File: config.mk
export PLATFORM = sky130hd
export DESIGN_NAME = sprite_palette_mapper
export DESIGN_NICKNAME = d
export VERILOG_FILES = /design/src/rtl/sprite_pkg.sv /design/src/rtl/palette_bank.sv /design/src/rtl/sprite_palette_mapper.sv
export SDC_FILE = /design/constraint.sdc
export NUM_CORES = 1
export LEC_CHECK = 0
export ABC_AREA = 1
export CAP_MARGIN = 20
export CORE_UTILIZATION = 60
export DETAILED_ROUTE_END_ITERATION = 12
export PLACE_DENSITY = 0.84
export SLEW_MARGIN = 20
export SYNTH_ARGS = -nofsm -noshare
export SYNTH_HDL_FRONTEND = slang
export SYNTH_HIERARCHICAL = 1
export SYNTH_SLANG_ARGS = --single-unit
File: constraint.sdc
create_clock -name Clk -period 2.3 [get_ports Clk]
set_input_delay 0.46 -clock Clk [delete_from_list [all_inputs] [get_ports Clk]]
set_output_delay 0.46 -clock Clk [all_outputs]
set_load 0.03 [all_outputs]
File: src/rtl/sprite_pkg.sv
// rtl/sprite_pkg.sv - colour type, transparent colour and default palette for sprite_palette_mapper
package sprite_pkg;

  typedef struct packed {
    logic [7:0] r;
    logic [7:0] g;
    logic [7:0] b;
  } rgb_t;

  localparam rgb_t TRANSP_RGB = rgb_t'(24'hFFFFFF);

  localparam logic [0:7][23:0] DEFAULT_PAL = {
    24'hECECEC, 24'h091821, 24'h5AC6FF, 24'h295A7B,
    24'h4A9CD6, 24'h091821, 24'h3A7BA5, 24'h183952
  };

  // Palettes deeper than 8 entries repeat the table modulo 8.
  function automatic rgb_t default_colour(input logic [2:0] idx);
    return rgb_t'(DEFAULT_PAL[idx]);
  endfunction

endpackage

File: src/rtl/palette_bank.sv
// rtl/palette_bank.sv - NUM_PAL x 2**IDX_W palette register file, one write port, one registered read port
module palette_bank
  import sprite_pkg::*;
#(
  parameter int NUM_PAL = 2,
  parameter int IDX_W   = 3,
  parameter int PSEL_W  = 1
) (
  input  logic              Clk,
  input  logic              Reset_n,
  input  logic              we,
  input  logic [PSEL_W-1:0] wsel,
  input  logic [IDX_W-1:0]  widx,
  input  rgb_t              wdata,
  input  logic              rd_en,
  input  logic [PSEL_W-1:0] rd_sel,
  input  logic [IDX_W-1:0]  rd_idx,
  input  logic              rd_white,
  output rgb_t              rd_data
);

  localparam int DEPTH = 1 << IDX_W;

  rgb_t mem [NUM_PAL][DEPTH];
  logic wsel_ok;

  assign wsel_ok = int'(wsel) < NUM_PAL;

  always_ff @(posedge Clk or negedge Reset_n) begin
    if (!Reset_n) begin
      for (int p = 0; p < NUM_PAL; p++) begin
        for (int i = 0; i < DEPTH; i++) begin
          mem[p][i] <= default_colour(3'(i));
        end
      end
    end else if (we && wsel_ok) begin
      mem[wsel][widx] <= wdata;
    end
  end

  // Reads see the pre-write contents when a write hits the same entry.
  always_ff @(posedge Clk or negedge Reset_n) begin
    if (!Reset_n) begin
      rd_data <= '0;
    end else if (rd_en) begin
      rd_data <= rd_white ? TRANSP_RGB : mem[rd_sel][rd_idx];
    end
  end

endmodule

File: src/rtl/sprite_palette_mapper.sv
// rtl/sprite_palette_mapper.sv - 2-stage sprite index to RGB mapper; hit flash enabled by SPRITE_HIT_FLASH_EN
module sprite_palette_mapper
  import sprite_pkg::*;
#(
  parameter int ADDR_W       = 19,
  parameter int IDX_W        = 3,
  parameter int NUM_PAL      = 2,
  parameter int TRANSP_IDX   = 0,
  parameter int FLASH_FRAMES = 8,
  localparam int PSEL_W      = (NUM_PAL > 1) ? $clog2(NUM_PAL) : 1
) (
  input  logic              Clk,
  input  logic              Reset_n,
  input  logic              pix_valid_in,
  input  logic [ADDR_W-1:0] address,
  input  logic [PSEL_W-1:0] pal_sel,
  output logic [ADDR_W-1:0] rom_addr,
  input  logic [IDX_W-1:0]  rom_idx,
  input  logic              pal_we,
  input  logic [PSEL_W-1:0] pal_wsel,
  input  logic [IDX_W-1:0]  pal_widx,
  input  logic [23:0]       pal_wdata,
  input  logic              hit_flash,
  input  logic              frame_start,
  output logic [7:0]        Red,
  output logic [7:0]        Green,
  output logic [7:0]        Blue,
  output logic              zero,
  output logic              pix_valid_out
);

  logic              s1_valid;
  logic [PSEL_W-1:0] s1_sel;
  logic              transp;
  logic              flash_white;
  rgb_t              rd_data;

  assign rom_addr = address;
  assign transp   = (rom_idx == IDX_W'(TRANSP_IDX));

  always_ff @(posedge Clk or negedge Reset_n) begin
    if (!Reset_n) begin
      s1_valid <= 1'b0;
      s1_sel   <= '0;
    end else begin
      s1_valid <= pix_valid_in;
      s1_sel   <= (int'(pal_sel) < NUM_PAL) ? pal_sel : '0;
    end
  end

`ifdef SPRITE_HIT_FLASH_EN
  localparam int FLASH_W = $clog2(FLASH_FRAMES + 1);
  logic [FLASH_W-1:0] flash_cnt;

  always_ff @(posedge Clk or negedge Reset_n) begin
    if (!Reset_n) begin
      flash_cnt <= '0;
    end else if (hit_flash) begin
      flash_cnt <= FLASH_W'(FLASH_FRAMES);
    end else if (frame_start && flash_cnt != '0) begin
      flash_cnt <= flash_cnt - 1'b1;
    end
  end

  assign flash_white = (flash_cnt != '0) && flash_cnt[0];
`else
  localparam int UNUSED_FLASH_FRAMES = FLASH_FRAMES;
  logic unused_flash;
  assign unused_flash = hit_flash ^ frame_start;
  assign flash_white  = 1'b0;
`endif

  // Transparent pixels and flash-on opaque pixels both read back as white.
  palette_bank #(
    .NUM_PAL (NUM_PAL),
    .IDX_W   (IDX_W),
    .PSEL_W  (PSEL_W)
  ) u_bank (
    .Clk      (Clk),
    .Reset_n  (Reset_n),
    .we       (pal_we),
    .wsel     (pal_wsel),
    .widx     (pal_widx),
    .wdata    (rgb_t'(pal_wdata)),
    .rd_en    (s1_valid),
    .rd_sel   (s1_sel),
    .rd_idx   (rom_idx),
    .rd_white (transp | flash_white),
    .rd_data  (rd_data)
  );

  always_ff @(posedge Clk or negedge Reset_n) begin
    if (!Reset_n) begin
      pix_valid_out <= 1'b0;
      zero          <= 1'b0;
    end else begin
      pix_valid_out <= s1_valid;
      if (s1_valid) begin
        zero <= transp;
      end
    end
  end

  assign Red   = rd_data.r;
  assign Green = rd_data.g;
  assign Blue  = rd_data.b;

endmodule
==> impl_metrics.yaml <==
die:
  floorplan_die_width_um: 180
  floorplan.rows: 64
  core_area_um2: 30900
  floorplan.io_pins: 102
  die-height_um: 180
  initial_core_util_pct: 61.5
  die-area_um2: 32400
clocking:
  postCtsHoldBufs: 1
  cts_num_sinks: 412
  post_cts.repair.setup_buffers: 0
  clkLatencyLatePin_ns: 0.55
  cts_inserted_buffers: 41
  root_buffer: "sky130_fd_sc_hd__clkbuf_16"
  cts-htree-levels: 2
  cts_tree: "yes"
  post_cts_resized: 0
  cts_buffer_depth: 3
  post_cts_clock_slew_at_the_launch_and_capture_registers_of_the_worst_setup_and_hold_paths_ns: 0.06
timing:
  slew_viol_final: 0
  finalSetupViolCount: 0
  grt_setup_unrepaired: "no"
  final.period_utilization_pct: 93.2
  tightestPinTransition_ns: 0.599
  report.final.hold_viol_count: 0
  fmaxAchievable_mhz: 467
  clock_skew_ns: 0.0143
  layout_min_cycle_time_ns: 2.14
  timing.setup.tns_ns: 0
  relSlewSlack_pct: 60.1
setup_path:
  critical-path-max-stage-delay_ns: 0.71
  timing.critical_path.max_delay_family: "buffers and inverters"
  worstPathBufferInverterCount: 1
  cp_cell_sequence: "clkdlybuf4s50_1"
  critPathLaunch: "u_bank/rd_data[6]$_DFFE_PN0P_"
  cp-start-kind: "flip-flop"
  wp_depth: 1
  worst-r2r-cell-count: 10
  endpoint: "Blue[6]"
  worstPathArrival_ns: 1.68
  critPathCaptureType: "primary output"
  worst_r2r_startpoint: "s1_sel$_DFF_PN0_"
  rr_endpoint: "u_bank/rd_data[13]$_DFFE_PN0P_"
  critical_path_peak_fanout: 2
  worst_setup_path_category: "reg -> out"
  worst-r2r-setup-slack_ns: 0.37
  worst-endpoint-required_ns: 1.84
  slowest_cell_on_the_critical_path: "sky130_fd_sc_hd__clkdlybuf4s50_1"
global_route:
  grt_pass1_vias: 16401
  grt_overflow_total: 0
  grt_max_degree: 117
  grt.total_usage_pct: 33.1
  grt_first_pass_wirelength_mm: 85.2
  antenna_found_initial: 0
finish:
  drive_gt1_share_pct: 15.5
  final_cells: 2700
  fin_nets: 2328
  sequential_cell_area_um2: 10500
  fillers: 2342
  synthToLayoutAreaGrowth_pct: 11.7
  insertedDiodeCount: 0
  multi_input_area_um2: 7200
logic_synthesis:
  synth_area_leader_cell: "sky130_fd_sc_hd__dfrtp_1"
  synth.avg_cell_area_um2: 8.21
  synthCells: 2317
  synthDistinctLibCells: 22
  postSynth.topFlopCell: "sky130_fd_sc_hd__dfrtp_1"
  ys_seq_elements: 412
  synth_largest_type_area_fraction_pct: 30.3
  netlist_top_cells_area: "sky130_fd_sc_hd__dfrtp_1 (30%), sky130_fd_sc_hd__dfstp_2 (25%), sky130_fd_sc_hd__nand2_1 (15%), sky130_fd_sc_hd__nand3_1 (8.4%), sky130_fd_sc_hd__o21ai_0 (6.4%)"
  syn_area_um2: 19000
  synth.top_cells.by_count: "sky130_fd_sc_hd__nand2_1 (776), sky130_fd_sc_hd__nand3_1 (319), sky130_fd_sc_hd__o21ai_0 (243)"
  synth-edff-count: 0
  synth_async_sr_flop_share_pct: 100
  yosysWarnings: 6
  post-synth-top-count-cell: "sky130_fd_sc_hd__nand2_1"
  syn_nets: 2374
  fraction_of_the_yosys_area_taken_by_sequential_cells_pct: 55.4
drt:
  routed_wirelength_mm: 52.5
  drt_iter0_markers: 1754
  drtAntennaViolNets: 0
  routed_via_density: 6.04
  drt-pass1-iter-count: 6
  drt_drc_violations_left: 0
  via_count: 16307
  avgRoutedWirePerCell_um: 19.5
pwr:
  power.density_nw_per_um2: 950
  total_leakage_power_nw: 9.60
  vdd_ir_drop_max_v: 0.000803
run_status:
  run_status: "complete, no violations"
place:
  dp.cells: 2623
  dp.final_hpwl_mm: 29.1
  port_buffers: 61
  routabilityCongestion: 0.822
hold_path:
  min-delay-path-class: "in -> reg"
  min-delay-start: "pal_sel"
flow_run:
  max-cap-violations: 0
-- logic make-up after synthesis --
family | Yosys count | share of synthesized area [%]
and+or+nand+nor | 1254 | 27.4
buffers and inverters | 267 | 7.03
DFF | 412 | 55.4
AOI/OAI and AO/OA | 384 | 10.1
-- per-stage QoR --
stage | hold WS, ns | cell area [um2] | utilization, % | worst slack (ns) | power, W
6_report | 0.363 | 21200 | 68.7 | 0.157 | 0.0202
5_1_grt | 0.350 | 21200 | 68.7 | 0.137 | 0.0212
4_1_cts | 0.356 | 21200 | 68.7 | 0.164 | 0.0202
3_5_place_dp | 0.426 | 19900 | 64.3 | 0.0396 | 0.0135
3_3_place_gp | 0.426 | 19900 | 64.3 | 0.136 | 0.0132
2_1_floorplan | 0.164 | 19000 | - | 0.828 | 0.0124
-- cell usage in the layout (no fill, tap or decap), types with 2 or more instances in the layout --
master,count
sky130_fd_sc_hd__a21oi_1,120
sky130_fd_sc_hd__buf_12,30
sky130_fd_sc_hd__buf_4,26
sky130_fd_sc_hd__clkbuf_1,11
sky130_fd_sc_hd__clkbuf_16,43
sky130_fd_sc_hd__clkbuf_8,11
sky130_fd_sc_hd__clkdlybuf4s50_1,58
sky130_fd_sc_hd__clkinv_2,9
sky130_fd_sc_hd__dfrtp_1,229
sky130_fd_sc_hd__dfstp_2,182
sky130_fd_sc_hd__inv_1,54
sky130_fd_sc_hd__inv_2,5
sky130_fd_sc_hd__inv_6,2
sky130_fd_sc_hd__nand2_1,771
sky130_fd_sc_hd__nand2_2,6
sky130_fd_sc_hd__nand3_1,315
sky130_fd_sc_hd__nand3_2,4
sky130_fd_sc_hd__nor2_1,122
sky130_fd_sc_hd__nor2_4,5
sky130_fd_sc_hd__nor3_2,3
sky130_fd_sc_hd__o21ai_0,243
sky130_fd_sc_hd__o21ai_1,21
sky130_fd_sc_hd__or2_2,24
-- routing by layer --
metal	track usage (%)	part of all wire, %	up-vias
li1	-	-	7388
met1	41.4	37	7845
met2	55.0	48	869
met3	4.53	8.5	205
met4	20.8	6.1	0
met5	0	0	-
-- sequential cells by signal, indices dropped and copies added (netlist names) --
register and flops:
s1_sel 1, s1_valid 1, u_bank/mem 384, u_bank/rd_data 24, zero 1, pix_valid_out 1
-- power by group --
group	internal (W)	total, W	switching (W)
Clock	0.00390	0.00666	0.00276
Sequential	0.00926	0.0101	0.000832
Combinational	0.00136	0.00342	0.00206
Total	0.0145	0.0202	0.00565
-- area by class of cell --
cell class / instances / area share (%)
clock inverters: 11 / 0.407
flip-flops and latches: 412 / 49.6
well taps: 396 / 2.33
inverters: 61 / 1.11
multi-input cells: 1638 / 33.9
repair buffers: 117 / 6.62
clock buffers: 65 / 5.97
-- worst min path at each step --
stage	to	depth (start not counted)
3_3_place_gp	u_bank/mem[145]$_DFFE_PN0P_	1
4_1_cts	s1_sel$_DFF_PN0_	1
5_1_grt	s1_sel$_DFF_PN0_	1
6_report	s1_sel$_DFF_PN0_	1
3_5_place_dp	u_bank/mem[361]$_DFFE_PN0P_	1
2_1_floorplan	pix_valid_out$_DFF_PN0_	0
Note: power is estimated with default switching activity, not from simulation.
